### config.mk
export PLATFORM = sky130hd
export DESIGN_NAME = divider_seq_flat
export DESIGN_NICKNAME = d
export VERILOG_FILES = /design/src/rtl/divider_pkg.sv /design/src/rtl/divider_seq_if.sv /design/src/rtl/divider_seq_div_step.sv /design/src/rtl/divider_seq.sv /design/src/flat_wrapper.sv
export SDC_FILE = /design/constraint.sdc
export NUM_CORES = 1
export LEC_CHECK = 0
export CORE_ASPECT_RATIO = 1.25
export CORE_MARGIN = 4
export CORE_UTILIZATION = 55
export CTS_BUF_LIST = sky130_fd_sc_hd__clkbuf_4 sky130_fd_sc_hd__clkbuf_8
export DETAILED_ROUTE_END_ITERATION = 8
export GPL_TIMING_DRIVEN = 0
export PLACE_DENSITY = 0.88
export SLEW_MARGIN = 20
export SYNTH_ARGS = -nofsm -noshare
export SYNTH_HDL_FRONTEND = slang
export SYNTH_SLANG_ARGS = --single-unit
### constraint.sdc
create_clock -name clk -period 4 [get_ports clk]
set_input_delay 0.4 -clock clk [delete_from_list [all_inputs] [get_ports clk]]
set_output_delay 0.4 -clock clk [all_outputs]
set_load 0.03 [all_outputs]
### src/rtl/divider_pkg.sv
// Shared types and constants for the sequential restoring divider.
// Latency: n/a (declarations only).
// Backpressure: n/a.
package divider_pkg;

    typedef enum logic [1:0] {
        IDLE = 2'd0,
        BUSY = 2'd1,
        DONE = 2'd2
    } state_e;

    // Quotient returned on divide-by-zero; sliced down to the operand width.
    localparam logic [31:0] DIV_ZERO_QUOT_ALL_ONES = 32'hFFFF_FFFF;

endpackage

### src/rtl/divider_seq_if.sv
// Request/response bundle for divider_seq; signed_op exists only with DIVIDER_SIGNED_EN.
// Latency: n/a (wiring only).
// Backpressure: valid/ready on both the operand and the result side.
interface divider_seq_if #(
    parameter int WIDTH = 8
);
    logic             in_valid;
    logic             in_ready;
    logic [WIDTH-1:0] num1;
    logic [WIDTH-1:0] num2;
    logic             out_valid;
    logic             out_ready;
    logic [WIDTH-1:0] result;
    logic [WIDTH-1:0] rest;
    logic             div_zero;
`ifdef DIVIDER_SIGNED_EN
    logic             signed_op;

    modport master (
        output in_valid, num1, num2, signed_op, out_ready,
        input  in_ready, out_valid, result, rest, div_zero
    );
    modport slave (
        input  in_valid, num1, num2, signed_op, out_ready,
        output in_ready, out_valid, result, rest, div_zero
    );
`else
    modport master (
        output in_valid, num1, num2, out_ready,
        input  in_ready, out_valid, result, rest, div_zero
    );
    modport slave (
        input  in_valid, num1, num2, out_ready,
        output in_ready, out_valid, result, rest, div_zero
    );
`endif
endinterface

### src/rtl/divider_seq_div_step.sv
// One restoring-division step: shift in a dividend bit, subtract divisor if it fits.
// Latency: combinational.
// Backpressure: none.
module div_step #(
    parameter int WIDTH = 8
) (
    input  logic [WIDTH-1:0] acc_i,
    input  logic             msb_i,
    input  logic [WIDTH-1:0] divisor_i,
    output logic [WIDTH-1:0] acc_o,
    output logic             q_o
);

    // One extra bit so the shifted partial remainder never wraps before the compare.
    logic [WIDTH:0] shifted;

    always_comb begin
        shifted = {acc_i, msb_i};
        q_o     = (shifted >= {1'b0, divisor_i});
        acc_o   = q_o ? (shifted[WIDTH-1:0] - divisor_i) : shifted[WIDTH-1:0];
    end

endmodule

### src/rtl/divider_seq.sv
// Sequential restoring divider, one quotient bit per cycle; signed mode via DIVIDER_SIGNED_EN.
// Latency: WIDTH+1 cycles from accept to out_valid, 1 cycle for divide-by-zero.
// Backpressure: result held in DONE until out_ready; in_ready low while BUSY or DONE.
module divider_seq
    import divider_pkg::*;
#(
    parameter int WIDTH = 8
) (
    input  logic         clk,
    input  logic         rst,
    divider_seq_if.slave io
);

    localparam int CNT_W = $clog2(WIDTH);

    state_e           state_q,  state_d;
    logic [WIDTH-1:0] acc_q,    acc_d;
    logic [WIDTH-1:0] dvd_q,    dvd_d;
    logic [WIDTH-1:0] dvs_q,    dvs_d;
    logic [CNT_W-1:0] cnt_q,    cnt_d;
    logic [WIDTH-1:0] result_q, result_d;
    logic [WIDTH-1:0] rest_q,   rest_d;
    logic             dz_q,     dz_d;

    logic [WIDTH-1:0] step_acc;
    logic             step_q;
    logic [WIDTH-1:0] mag1, mag2;
    logic [WIDTH-1:0] quot_fin, rem_fin;

`ifdef DIVIDER_SIGNED_EN
    logic qneg_q, qneg_d;
    logic rneg_q, rneg_d;
    logic n1_neg, n2_neg;

    always_comb begin
        n1_neg = io.signed_op & io.num1[WIDTH-1];
        n2_neg = io.signed_op & io.num2[WIDTH-1];
        mag1   = n1_neg ? -io.num1 : io.num1;
        mag2   = n2_neg ? -io.num2 : io.num2;
    end
`else
    always_comb begin
        mag1 = io.num1;
        mag2 = io.num2;
    end
`endif

    div_step #(
        .WIDTH(WIDTH)
    ) u_step (
        .acc_i    (acc_q),
        .msb_i    (dvd_q[WIDTH-1]),
        .divisor_i(dvs_q),
        .acc_o    (step_acc),
        .q_o      (step_q)
    );

    // The dividend register doubles as the quotient register: bits leave at the top
    // and quotient bits enter at the bottom, so after WIDTH steps it holds the quotient.
    always_comb begin
        quot_fin = {dvd_q[WIDTH-2:0], step_q};
        rem_fin  = step_acc;
`ifdef DIVIDER_SIGNED_EN
        if (qneg_q) quot_fin = -quot_fin;
        if (rneg_q) rem_fin  = -rem_fin;
`endif
    end

    always_comb begin
        state_d  = state_q;
        acc_d    = acc_q;
        dvd_d    = dvd_q;
        dvs_d    = dvs_q;
        cnt_d    = cnt_q;
        result_d = result_q;
        rest_d   = rest_q;
        dz_d     = dz_q;
`ifdef DIVIDER_SIGNED_EN
        qneg_d   = qneg_q;
        rneg_d   = rneg_q;
`endif
        case (state_q)
            IDLE: begin
                if (io.in_valid) begin
                    acc_d = '0;
                    cnt_d = '0;
                    dvd_d = mag1;
                    dvs_d = mag2;
`ifdef DIVIDER_SIGNED_EN
                    qneg_d = n1_neg ^ n2_neg;
                    rneg_d = n1_neg;
`endif
                    if (io.num2 == '0) begin
                        state_d  = DONE;
                        result_d = DIV_ZERO_QUOT_ALL_ONES[WIDTH-1:0];
                        rest_d   = io.num1;
                        dz_d     = 1'b1;
                    end else begin
                        state_d  = BUSY;
                    end
                end
            end
            BUSY: begin
                acc_d = step_acc;
                dvd_d = {dvd_q[WIDTH-2:0], step_q};
                cnt_d = cnt_q + 1'b1;
                if (cnt_q == CNT_W'(WIDTH - 1)) begin
                    state_d  = DONE;
                    result_d = quot_fin;
                    rest_d   = rem_fin;
                    dz_d     = 1'b0;
                end
            end
            DONE: begin
                if (io.out_ready) begin
                    state_d  = IDLE;
                    result_d = '0;
                    rest_d   = '0;
                    dz_d     = 1'b0;
                end
            end
            default: state_d = IDLE;
        endcase
    end

    always_ff @(posedge clk) begin
        if (rst) begin
            state_q  <= IDLE;
            acc_q    <= '0;
            dvd_q    <= '0;
            dvs_q    <= '0;
            cnt_q    <= '0;
            result_q <= '0;
            rest_q   <= '0;
            dz_q     <= 1'b0;
`ifdef DIVIDER_SIGNED_EN
            qneg_q   <= 1'b0;
            rneg_q   <= 1'b0;
`endif
        end else begin
            state_q  <= state_d;
            acc_q    <= acc_d;
            dvd_q    <= dvd_d;
            dvs_q    <= dvs_d;
            cnt_q    <= cnt_d;
            result_q <= result_d;
            rest_q   <= rest_d;
            dz_q     <= dz_d;
`ifdef DIVIDER_SIGNED_EN
            qneg_q   <= qneg_d;
            rneg_q   <= rneg_d;
`endif
        end
    end

    assign io.in_ready  = (state_q == IDLE);
    assign io.out_valid = (state_q == DONE);
    assign io.result    = result_q;
    assign io.rest      = rest_q;
    assign io.div_zero  = dz_q;

endmodule
### src/flat_wrapper.sv
// flat-port wrapper written by rule: the top's interface ports become plain ports
module divider_seq_flat import divider_pkg::*;
#(
    parameter int WIDTH = 8
)
  (clk, rst, io_in_valid, io_num1, io_num2, io_out_ready, io_in_ready, io_out_valid, io_result, io_rest, io_div_zero);
  divider_seq_if #(.WIDTH(WIDTH)) io_i ();
  input  logic clk;
  input  logic rst;
  input wire logic [$bits(io_i.in_valid)-1:0] io_in_valid;
  input wire logic [$bits(io_i.num1)-1:0] io_num1;
  input wire logic [$bits(io_i.num2)-1:0] io_num2;
  input wire logic [$bits(io_i.out_ready)-1:0] io_out_ready;
  output wire logic [$bits(io_i.in_ready)-1:0] io_in_ready;
  output wire logic [$bits(io_i.out_valid)-1:0] io_out_valid;
  output wire logic [$bits(io_i.result)-1:0] io_result;
  output wire logic [$bits(io_i.rest)-1:0] io_rest;
  output wire logic [$bits(io_i.div_zero)-1:0] io_div_zero;
  assign io_i.in_valid = io_in_valid;
  assign io_i.num1 = io_num1;
  assign io_i.num2 = io_num2;
  assign io_i.out_ready = io_out_ready;
  assign io_in_ready = io_i.in_ready;
  assign io_out_valid = io_i.out_valid;
  assign io_result = io_i.result;
  assign io_rest = io_i.rest;
  assign io_div_zero = io_i.div_zero;
  divider_seq #(.WIDTH(WIDTH)) u_core (.clk(clk), .rst(rst), .io(io_i));
endmodule
# After elaboration in Yosys (flattened, before gate mapping)
# Cells that the tools add are included.
# word_totals
word_cells	52
inputBits	20
reg_bits	46
# op_classes
eq_ne	7
n_reduce_logical	8
order_cmp	1
n_addsub	2
muxes	26
# op_table
op	n
$mux 8	10
$pmux 8 s3	2
$pmux 8 s2	2
$ge 9x8->1	1
$logic_not 8->1	1
$mux 2	4
$sub 8x8->8	1
$pmux 2 s3	1
$pmux 3 s2	1
$reduce_and 5->1	1
$mux 1	4
$ne 2x1->1 const B	2
$ne 2x2->1 const B	2
$reduce_and 2->1	2
$add 3x1->3 const B	1
$eq 3x3->1 const B	1
$mux 3	1
$pmux 1 s3	1
$reduce_and 3->1	1
$reduce_bool 3->1	1
$eq 2x1->1 const B	1
$eq 2x2->1 const B	1
$logic_not 2->1	1
$reduce_bool 2->1	1

# Longest topological paths before layout
# Gate-level depths: netlist of run 1.
# depth
ltp_word	4
ltp_mapped	9
ltp_nobuf	9

# By module
# A second synthesis of run 1 with hierarchy kept.
# unflattened
cells_unflattened	307
hier_area_um2	2693.8
# modules_own_cells
module	cells_each	instances	area_per_inst_um2
divider_seq	241	1	2154.6
div_step	66	1	539.3

# Worst setup path before layout of run 1
# No wires, ideal clock.
# synth_timing
path_type	reg-to-reg
startpoint	reg u_core.state_q[0]
endpoint	reg u_core.rest_q[0], in the netlist u_core.io.rest[0]
arrival_time_ns	1.955
slack_ns	1.969
n_path_buf	1
path_stages_with_launch	9
setup_ns	0.076
path_cell_list	dfxtp_1 -> inv_1 -> ha_1 -> nand2b_1 -> o221ai_2 -> or3_1 -> buf_2 -> or3_1 -> o22ai_1
# synth_between
elab_chain_cells	3
elab_cells_between_ends	10
# synth_lines
element	line	text
start, declared	divider_seq.sv:16	state_e state_q, state_d;
start signal, assigned	divider_seq.sv:141	state_q <= state_d;
$logic_not 2->1 *	-	
named net io_in_ready	flat_wrapper.sv:14	output wire logic [$bits(io_i.in_ready)-1:0] io_in_ready;
$ne 2x1->1 (no line), or another cell as far along	-	
$reduce_and 5->1 (no line)	-	
end signal, assigned	divider_seq.sv:147	rest_q <= rest_d;
end, declared	divider_seq.sv:22	logic [WIDTH-1:0] rest_q, rest_d;
# Mark *: on every way through the listed nets, which the timed path passes. The rest lies on a longest branch.
# A chain may end at the register's enable or synchronous reset.

# Final worst setup path of run 1
# layout_timing
startpoint	reg u_core.dvs_q[6]
endpoint	reg u_core.rest_q[4], in the netlist u_core.io.rest[4]
# layout_between
elab_chain_cells	4
# layout_lines
element	line	text
start, declared	divider_seq.sv:19	logic [WIDTH-1:0] dvs_q, dvs_d;
start signal, assigned	divider_seq.sv:144	dvs_q <= dvs_d;
$ge 9x8->1	divider_seq_div_step.sv:19	q_o = (shifted >= {1'b0, divisor_i});
$mux 8	divider_seq_div_step.sv:20	acc_o = q_o ? (shifted[WIDTH-1:0] - divisor_i) : shifted[WIDTH-1:0];
$mux 8	divider_seq.sv:107	if (cnt_q == CNT_W'(WIDTH - 1)) begin
$pmux 8 s3	divider_seq.sv:82	case (state_q)
# No other way between the ends. The select of a mux whose other input is x is not followed.

==> reports/summary.txt, run 1 <==
Outcome: finished clean
Area Growth Syn to Fin: 21.49%
Post-synth net total: 355
Residual DRC count: 0
Sink Count: 46
Ys async rst share: 0%
Number of hold-repair buffers added at the cts stage: 0
Clk root buf: clkbuf_8
Height of the die: 84.65 um
Weighted congestion reported at the end of routability-driven placement: 0.9271
Inserted Diodes: 0
Largest fanout on the critical path: 10
Max Clk Rate: 0.4206 GHz
Max clock buf depth: 2
Proportion of layout cells with a drive suffix above 1: 6.027%
ANT nets after route: 0
Total die area: 5868 sq um
Total track usage: 24.84%
Most frequently used flop master after synthesis: dfxtp_1
P_leak: 1.156 nW
# IOs: 39
Clock slew seen by the registers of the worst setup and hold paths: 0.09 ns
Shortest clock period the worst path allows after layout: 2.377 ns
Setup TNS Final: 0 ns
Max Clock Skew: 0.007000 ns
Top cells by area, synth: dfxtp_1, ha_1, a21oi_1
Most frequent cells after synthesis: dfxtp_1, a21oi_1, nand2_1
Count of pins over their slew limit: 0
Wire length of the first global-routing pass: 12070 um
Initial standard-cell utilization of the core: 57.53%
Maximum number of pins on one net before global-route repair: 16
Fraction of the yosys area taken by sequential cells: 35.62%
Crit end category: flop
Design internal power: 1.343 mW
Vias in the first global route: 2584
Horiz. Die Dim: 69.32 um
Row Count: 27
YS warnings: 0
Max-cap violation count: 0
Switching share of power: 48.57%
Post-CTS resize count: 0
Synthesized area divided by synthesized cell count: 8.078 sq um
Required @ worst endpoint: 4.18 ns
Number of vias after detailed routing: 2665
Worst Tran Pin Value: 0.6673 ns
Hold Violations, Final: 0
Sum of overflow across all layers after global routing: 0
Post-synthesis cell area: 2585 sq um
Number of different library cells in the post-synthesis netlist: 43
Cell family with the largest share of critical-path delay: compound AO/OA/AOI/OAI gates
CP arrival: 2.55 ns
Part of the total power dissipated in sequential elements: 26.2%
Worst path bufs/invs: 2
Quantity of I/O buffers inserted on ports: 37
Portion of total power attributed to the clock network: 13.8%
Iteration count of the initial detailed-routing pass: 7
Number of setup violations in the final report: 0
Iter 0 DRT Violations: 280
Per-cell via count in the routed design: 6.300
Most common cell on crit path: a211oi_1
PD cells: 831.7 nW/um^2
Most common cell in the netlist: dfxtp_1
Rel. slew slack: 55.51%
Detailed-route wire length per cell: 17.17 um
Total CTS buffers: 5
Dpl hpwl: 5288 um
Critical path type: flop to flop
Count of filler cells inserted in the layout: 385
Wire length reported by the detailed router: 7261 um
Number of enable-type register cells in the synthesized netlist: 0
Final hold slack: 0.4331 ns
Count of state elements after synthesis: 46
Kind of path behind the tightest hold check: input pin to flop
Proportion of netlist area held by the largest area contributor: 35.62%
Clock latency at the later pin of the worst-skew pair: 0.31 ns
Net count, final: 399
CTS H-Tree Depth: 2
Cell type contributing the most total cell area after synthesis: dfxtp_1
Cell Chain, Critical Path: inv_1 -> ha_1 -> a21o_1 -> a211oi_1 -> buf_2 -> nand2_1 -> o2111ai_1 -> a211oi_1
Unrepaired setup endpoints after global routing: no
CTS tree: built
Slowest stage cell on the critical path: ha_1
Core Footprint: 4493 sq um
Critical path launch point type: flop
Worst-case vdd ir drop: 0.3343 mV
Biggest cell delay along the critical path: 0.38 ns
Switching power of the nets: 1.269 mW
Synthesized instance count: 320
Ratio of final minimum period to clock period: 59.43%
Number of post-CTS setup repair buffers: 0
Portion of total power attributed to combinational logic: 60.1%
Antenna violations before repair: 0
-- kinds of logic (layout without fill, tap and decap cells) --
group / after synthesis / count (layout) / share of synthesized area (%)
simple gates: 110 / 110 / 21.73
compound gates: 95 / 95 / 24.15
flops: 46 / 46 / 35.62
buf+inv: 42 / 87 / 6.486
fa+ha+maj: 15 / 15 / 7.551
mux: 8 / 8 / 3.098
xor+xnor: 4 / 4 / 1.356
-- layer usage --
metal / wire length (um) / GRT usage [%] / share of wire (%) / vias up
met5: 0 / 0 / 0 / -
met4: 282 / 11.90 / 3.9 / 0
met3: 508 / 4.790 / 7.0 / 36
met2: 3603 / 44.36 / 50 / 149
met1: 2867 / 28.12 / 39 / 1230
li1: - / - / - / 1250
-- final timing paths --
kind / start / end / slack (ns) / cells past startpoint
setup / recovery: u_core.dvs_q[6] / u_core.io.rest[4] / 1.62 / 8
hold / removal: io_in_valid / u_core.dvs_q[2] / 0.43 / 3
setup reg to reg: u_core.dvs_q[6] / u_core.io.rest[4] / 1.62 / 8
hold reg to reg: u_core.io.result[5] / u_core.io.result[5] / 0.45 / 2
-- power groups by stage --
stage	Sequential, mW	Combinational (mW)	Clock, mW
after detailed placement	0.690	1.52	0
after floorplan	0.816	0.938	0
after CTS	0.682	1.54	0.360
final	0.683	1.57	0.360
after global routing	0.701	1.69	0.380
after global placement	0.686	1.48	0
-- registers in the layout (all words and copies together), names as in the netlist --
name / flops
u_core.acc_q: 8
u_core.cnt_q: 3
u_core.dvd_q: 8
u_core.dvs_q: 8
u_core.io.div_zero: 1
u_core.io.rest: 8
u_core.io.result: 8
u_core.state_q: 2
-- through the flow --
step	cells	area, sq um	util (%)	power, mW	worst slack [ns]
floorplan	320	2585	-	1.754	1.969
detailed placement	415	3028	67.39	2.208	1.398
finish	423	3141	69.90	2.612	1.623
CTS	423	3141	69.90	2.578	1.659
global route	423	3141	69.90	2.771	1.413
global placement	415	3028	67.39	2.169	1.456
-- cell type report --
class / count / area [sq um] / share of cell area [%]
Buffer: 23 / 96.34 / 3.068
Clock buffer: 5 / 68.82 / 2.191
Clock inverter: 3 / 43.79 / 1.394
Inverter: 19 / 71.32 / 2.271
Multi-Input combinational cell: 232 / 1496 / 47.65
Sequential cell: 46 / 920.9 / 29.32
Tap cell: 58 / 72.57 / 2.311
Timing Repair Buffer: 37 / 370.4 / 11.79
-- worst min-delay path: stages --
cell and delay, ns:
buf_2 0.15, nand3_1 0.09, a21oi_1 0.05
-- placed cells by master (no fill, tap or decap), types with 3 or more instances in the layout --
master	n
a211oi_1	15
a21o_1	4
a21oi_1	33
a221oi_1	3
a31oi_1	8
and3_1	4
buf_2	8
clkbuf_1	15
clkbuf_8	5
clkdlybuf4s50_1	37
dfxtp_1	46
ha_1	14
inv_1	19
mux2i_1	8
nand2_1	33
nand2b_1	4
nand3_1	16
nand4_1	12
nor2_1	24
nor3_1	4
o211ai_1	8
o21ai_0	8
or3_1	3
Note: power is estimated with default switching activity, not from simulation.
==> run 2: changes to the inputs <==
Clock period 4 ns to 2.36 ns, I/O delays scaled along.
==> reports/summary.txt, run 2 (synthesis results as in run 1) <==
Sum of overflow across all layers after global routing: 0
Quantity of I/O buffers inserted on ports: 37
Clock latency at the later pin of the worst-skew pair: 0.31 ns
Shortest clock period the worst path allows after layout: 2.323 ns
Max clock buf depth: 2
Cell Chain, Critical Path: inv_1 -> ha_1 -> nand2b_1 -> o221ai_2 -> or3_1 -> buf_2 -> clkbuf_2 -> a21oi_1 -> o22ai_1
Number of vias after detailed routing: 2665
Worst Tran Pin Value: 0.5570 ns
Critical register-to-register path endpoint: u_core.io.rest[1]
Core Footprint: 4493 sq um
Maximum number of pins on one net before global-route repair: 16
Final design area excluding fillers: 3174 sq um
CP arrival: 2.50 ns
Number of hold-repair buffers added at the cts stage: 0
Horiz. Die Dim: 69.32 um
Finished Layout Cells: 422
Launch point of the worst hold path: io_in_valid
Outcome: finished clean
Number of setup violations in the final report: 0
Weighted congestion reported at the end of routability-driven placement: 0.9271
Post-placement cell count: 415
CTS tree: built
Startpoint of the lowest-slack register-to-register path: u_core.state_q[0]
Row Count: 27
Max Clk Rate: 0.4305 GHz
Biggest cell delay along the critical path: 0.42 ns
Dpl hpwl: 5288 um
Post-Place Cell Area: 3028 sq um
ANT nets after route: 0
Max-cap violation count: 0
Detailed-route wire length per cell: 17.47 um
Initial standard-cell utilization of the core: 57.53%
Kind of path behind the tightest hold check: input pin to flop
Most common cell after layout, fill and taps aside: dfxtp_1
P_leak: 1.174 nW
Portion of total power attributed to combinational logic: 60.6%
Inserted Diodes: 0
Crit end category: flop
Switching share of power: 48.57%
Worst-case vdd ir drop: 0.5899 mV
Switching power of the nets: 2.190 mW
Critical path launch point type: flop
GR Layer Usage met1: 28.12%
PD cells: 1420 nW/um^2
Required @ worst endpoint: 2.54 ns
Setup TNS Final: 0 ns
Iteration count of the initial detailed-routing pass: 6
R2R cell count: 9
Ratio of final minimum period to clock period: 98.43%
Register-to-register path setup slack: 0.04 ns
Design internal power: 2.318 mW
Wire length of the first global-routing pass: 12070 um
Rel. slew slack: 62.87%
Iter 0 DRT Violations: 263
Count of pins over their slew limit: 0
Met3 track demand over resource in global routing: 4.790%
Max Clock Skew: 0.005710 ns
Most used routing layer: met2
Unrepaired setup endpoints after global routing: yes
Total die area: 5868 sq um
Vias in the first global route: 2584
Clock slew seen by the registers of the worst setup and hold paths: 0.09 ns
Total track usage: 24.84%
Worst-case hold path end point: u_core.dvs_q[3]
# IOs: 39
Hold Violations, Final: 0
Net count, final: 398
Total CTS buffers: 5
Largest fanout on the critical path: 10
Antenna violations before repair: 0
Worst path bufs/invs: 3
Met2 layer usage reported by global route: 44.36%
Height of the die: 84.65 um
Most frequent cells in the layout: dfxtp_1, clkdlybuf4s50_1, nand2_1
CTS H-Tree Depth: 2
Slowest stage cell on the critical path: dfxtp_1
Portion of total power attributed to the clock network: 13.7%
Area Growth Syn to Fin: 22.80%
Proportion of layout cells with a drive suffix above 1: 8.791%
Number of instances on the worst hold path: 3
Part of the total power dissipated in sequential elements: 25.7%
Critical path type: flop to flop
Residual DRC count: 0
Per-cell via count in the routed design: 6.315
Wire length reported by the detailed router: 7371 um
Sink Count: 46
Cell family with the largest share of critical-path delay: compound AO/OA/AOI/OAI gates
Clk root buf: clkbuf_8
==> run 2: changes by cell type in the layout (fill, tap and decap cells not counted), sizes merged <==
cell,before,now
clkbuf,20,19
==> run 2: power by group through the flow <==
| stage | combinational (mW) | clock (mW) | sequential, mW |
|---|---|---|---|
| after floorplan | 1.59 | 0 | 1.38 |
| after global placement | 2.51 | 0 | 1.16 |
| after detailed placement | 2.57 | 0 | 1.17 |
| after CTS | 2.60 | 0.611 | 1.16 |
| after global routing | 2.94 | 0.645 | 1.19 |
| final | 2.73 | 0.615 | 1.16 |
==> run 2: per-stage QoR <==
step	setup WS [ns]	utilization [%]	power, mW	hold slack (ns)
after global placement	-0.01993	67.39	3.676	0.4378
final	0.03700	70.65	4.508	0.2668
after CTS	0.01872	69.90	4.369	0.2694
after detailed placement	-0.07763	67.39	3.742	0.4434
after global routing	-0.04824	70.65	4.774	0.2862
after floorplan	0.3294	-	2.973	0.3835
==> run 2: timing repair <==
item / CTS / global route
resized for setup: 0 / 18
endpoints found under the setup margin: 0 / 25
buffers inserted: 0 / 0
==> run 2: how the worst max path moves through the flow <==
stage,startpoint,end,slack (ns),cells after the start
after floorplan,u_core.state_q[0],u_core.io.rest[0],0.33,8
after global placement,io_num2[4],u_core.io.result[7],-0.02,8
after detailed placement,io_num2[4],u_core.io.rest[1],-0.08,8
after CTS,u_core.dvs_q[6],u_core.io.rest[4],0.02,8
after global routing,u_core.dvd_q[7],u_core.io.rest[4],-0.05,9
final,u_core.state_q[0],u_core.io.rest[1],0.04,9
==> run 2: layer usage <==
metal | wire length, um | up-vias
met1 | 2910 | 1228
li1 | - | 1251
met3 | 532 | 38
met4 | 299 | 0
met5 | 0 | -
met2 | 3629 | 148
==> run 2: worst reg2reg max path, stage by stage, from the launching register on <==
cell and delay [ns]:
dfxtp_1 0.42, inv_1 0.10, ha_1 0.28, nand2b_1 0.12
o221ai_2 0.16, or3_1 0.37, buf_2 0.19, clkbuf_2 0.21
a21oi_1 0.25, o22ai_1 0.11
==> run 2: final cells by class <==
type | instances | area (sq um)
sequential | 46 | 920.9
clock inverter | 3 | 43.79
fill | 377 | 1319
clock buffer | 5 | 68.82
tap | 58 | 72.57
inverter | 19 | 71.32
multi-input combinational | 232 | 1525
buffer | 22 | 101.3
timing repair buffer | 37 | 370.4
==> run 3: changes to the inputs <==
Settings changed: CORE_MARGIN 4 to unset.
==> reports/summary.txt, run 3 (synthesis results as in run 1) <==
Most frequent cells in the layout: dfxtp_1, clkdlybuf4s50_1, nand2_1
Outcome: finished clean
Wire length of the first global-routing pass: 11360 um
Portion of total power attributed to the clock network: 11.6%
Count of pins over their slew limit: 0
Inserted Diodes: 0
Hold Violations, Final: 0
Maximum number of pins on one net before global-route repair: 16
Max-cap violation count: 0
Net count, final: 399
Critical register-to-register path endpoint: u_core.io.rest[6]
Sum of overflow across all layers after global routing: 0
Finished Layout Cells: 423
Startpoint of the lowest-slack register-to-register path: u_core.dvd_q[7]
Termination of the worst setup path: u_core.io.rest[6]
Unrepaired setup endpoints after global routing: yes
Sink Count: 46
Part of the total power dissipated in sequential elements: 26.6%
CP arrival: 2.53 ns
Iter 0 DRT Violations: 187
Required @ worst endpoint: 2.56 ns
Clock slew seen by the registers of the worst setup and hold paths: 0.09 ns
CTS H-Tree Depth: 2
Shortest clock period the worst path allows after layout: 2.323 ns
ANT nets after route: 0
Row Count: 27
Post-Place Cell Area: 3028 sq um
Crit end category: flop
Worst-case vdd ir drop: 0.6852 mV
Per-cell via count in the routed design: 6.300
Quantity of I/O buffers inserted on ports: 37
Dpl hpwl: 5236 um
Most common cell after layout, fill and taps aside: dfxtp_1
Total track usage: 29.14%
Max Clock Skew: 0.005037 ns
Ratio of final minimum period to clock period: 98.44%
Area Growth Syn to Fin: 22.46%
Number of setup violations in the final report: 0
P_leak: 1.152 nW
Total die area: 4980 sq um
Clk root buf: clkbuf_8
Height of the die: 78.65 um
Antenna violations before repair: 0
Final core utilization: 70.99%
Final design area excluding fillers: 3166 sq um
Register-to-register path setup slack: 0.04 ns
Horiz. Die Dim: 63.32 um
First element of the critical path: u_core.dvd_q[7]
Max clock buf depth: 2
CTS tree: built
Launch point of the worst hold path: io_in_valid
Largest fanout on the critical path: 3
Kind of path behind the tightest hold check: input pin to flop
Proportion of layout cells with a drive suffix above 1: 8.767%
Total CTS buffers: 5
Critical path type: flop to flop
Max Clk Rate: 0.4304 GHz
Number of vias after detailed routing: 2665
Vias in the first global route: 2506
Residual DRC count: 0
Initial standard-cell utilization of the core: 57.97%
Switching share of power: 49.60%
# IOs: 39
Rel. slew slack: 57.87%
Iteration count of the initial detailed-routing pass: 5
Design internal power: 2.201 mW
Worst Tran Pin Value: 0.6319 ns
Critical path launch point type: flop
Portion of total power attributed to combinational logic: 61.8%
Total power of the final layout: 4.367 mW
PD cells: 1380 nW/um^2
Core Footprint: 4459 sq um
Number of post-CTS setup repair buffers: 0
R2R cell count: 8
Weighted congestion reported at the end of routability-driven placement: 0.9107
Post-placement cell count: 415
Switching power of the nets: 2.166 mW
Clock latency at the later pin of the worst-skew pair: 0.31 ns
Wire length reported by the detailed router: 7134 um
Detailed-route wire length per cell: 16.87 um
## run 3: worst max-delay path: stages, from the launching register on
cell      delay, ns
dfxtp_2        0.37
inv_1          0.07
ha_1           0.22
fa_1           0.40
nand2b_1       0.22
a21o_1         0.18
a211oi_1       0.31
a21oi_1        0.10
o311a_1        0.35
## run 3: worst min path at each step
| stage | endpoint | slack [ns] | cells past startpoint |
|---|---|---|---|
| global route | u_core.dvs_q[5] | 0.28 | 3 |
| finish | u_core.dvs_q[5] | 0.26 | 3 |
| floorplan | u_core.dvs_q[2] | 0.38 | 2 |
| detailed placement | u_core.io.result[1] | 0.44 | 2 |
| global placement | u_core.io.result[4] | 0.44 | 2 |
| CTS | u_core.dvs_q[5] | 0.27 | 3 |
## run 3: stage by stage
| stage | setup TNS (ns) | hold WS, ns | setup WS, ns |
|---|---|---|---|
| 5_1_grt | -0.02007 | 0.2830 | -0.01279 |
| 4_1_cts | 0 | 0.2677 | 0.02177 |
| 3_3_place_gp | 0 | 0.4387 | 0.005392 |
| 6_report | 0 | 0.2645 | 0.03674 |
| 3_5_place_dp | -0.07609 | 0.4421 | -0.03877 |
| 2_1_floorplan | 0 | 0.3835 | 0.3294 |
## run 3: area by class of cell
class,instances,area [sq um]
Inverter,19,71.32
Tap cell,58,72.57
Fill cell,373,1294
Sequential cell,46,923.4
Multi-Input combinational cell,232,1536
Buffer,23,101.3
Clock buffer,5,68.82
Clock inverter,3,21.27
Timing Repair Buffer,37,370.4
## run 3: power by group through the flow
stage	Clock, mW	Sequential, mW	Combinational [mW]
6_report	0.508	1.16	2.70
5_1_grt	0.533	1.18	2.92
4_1_cts	0.501	1.15	2.58
3_5_place_dp	0	1.17	2.56
3_3_place_gp	0	1.16	2.53
2_1_floorplan	0	1.38	1.59
## run 3: repair_timing
item,in CTS,in global routing
endpoints found under the hold margin,0,0
gates resized for setup,0,15
setup endpoints to repair,0,14
hold buffers,0,0
## run 3: routing by layer
metal,up-vias,wire length [um],global-route usage (%)
li1,1254,-,-
met1,1252,2764,32.41
met2,133,3621,51.81
met3,26,504,5.233
met4,0,243,15.68
met5,-,0,0
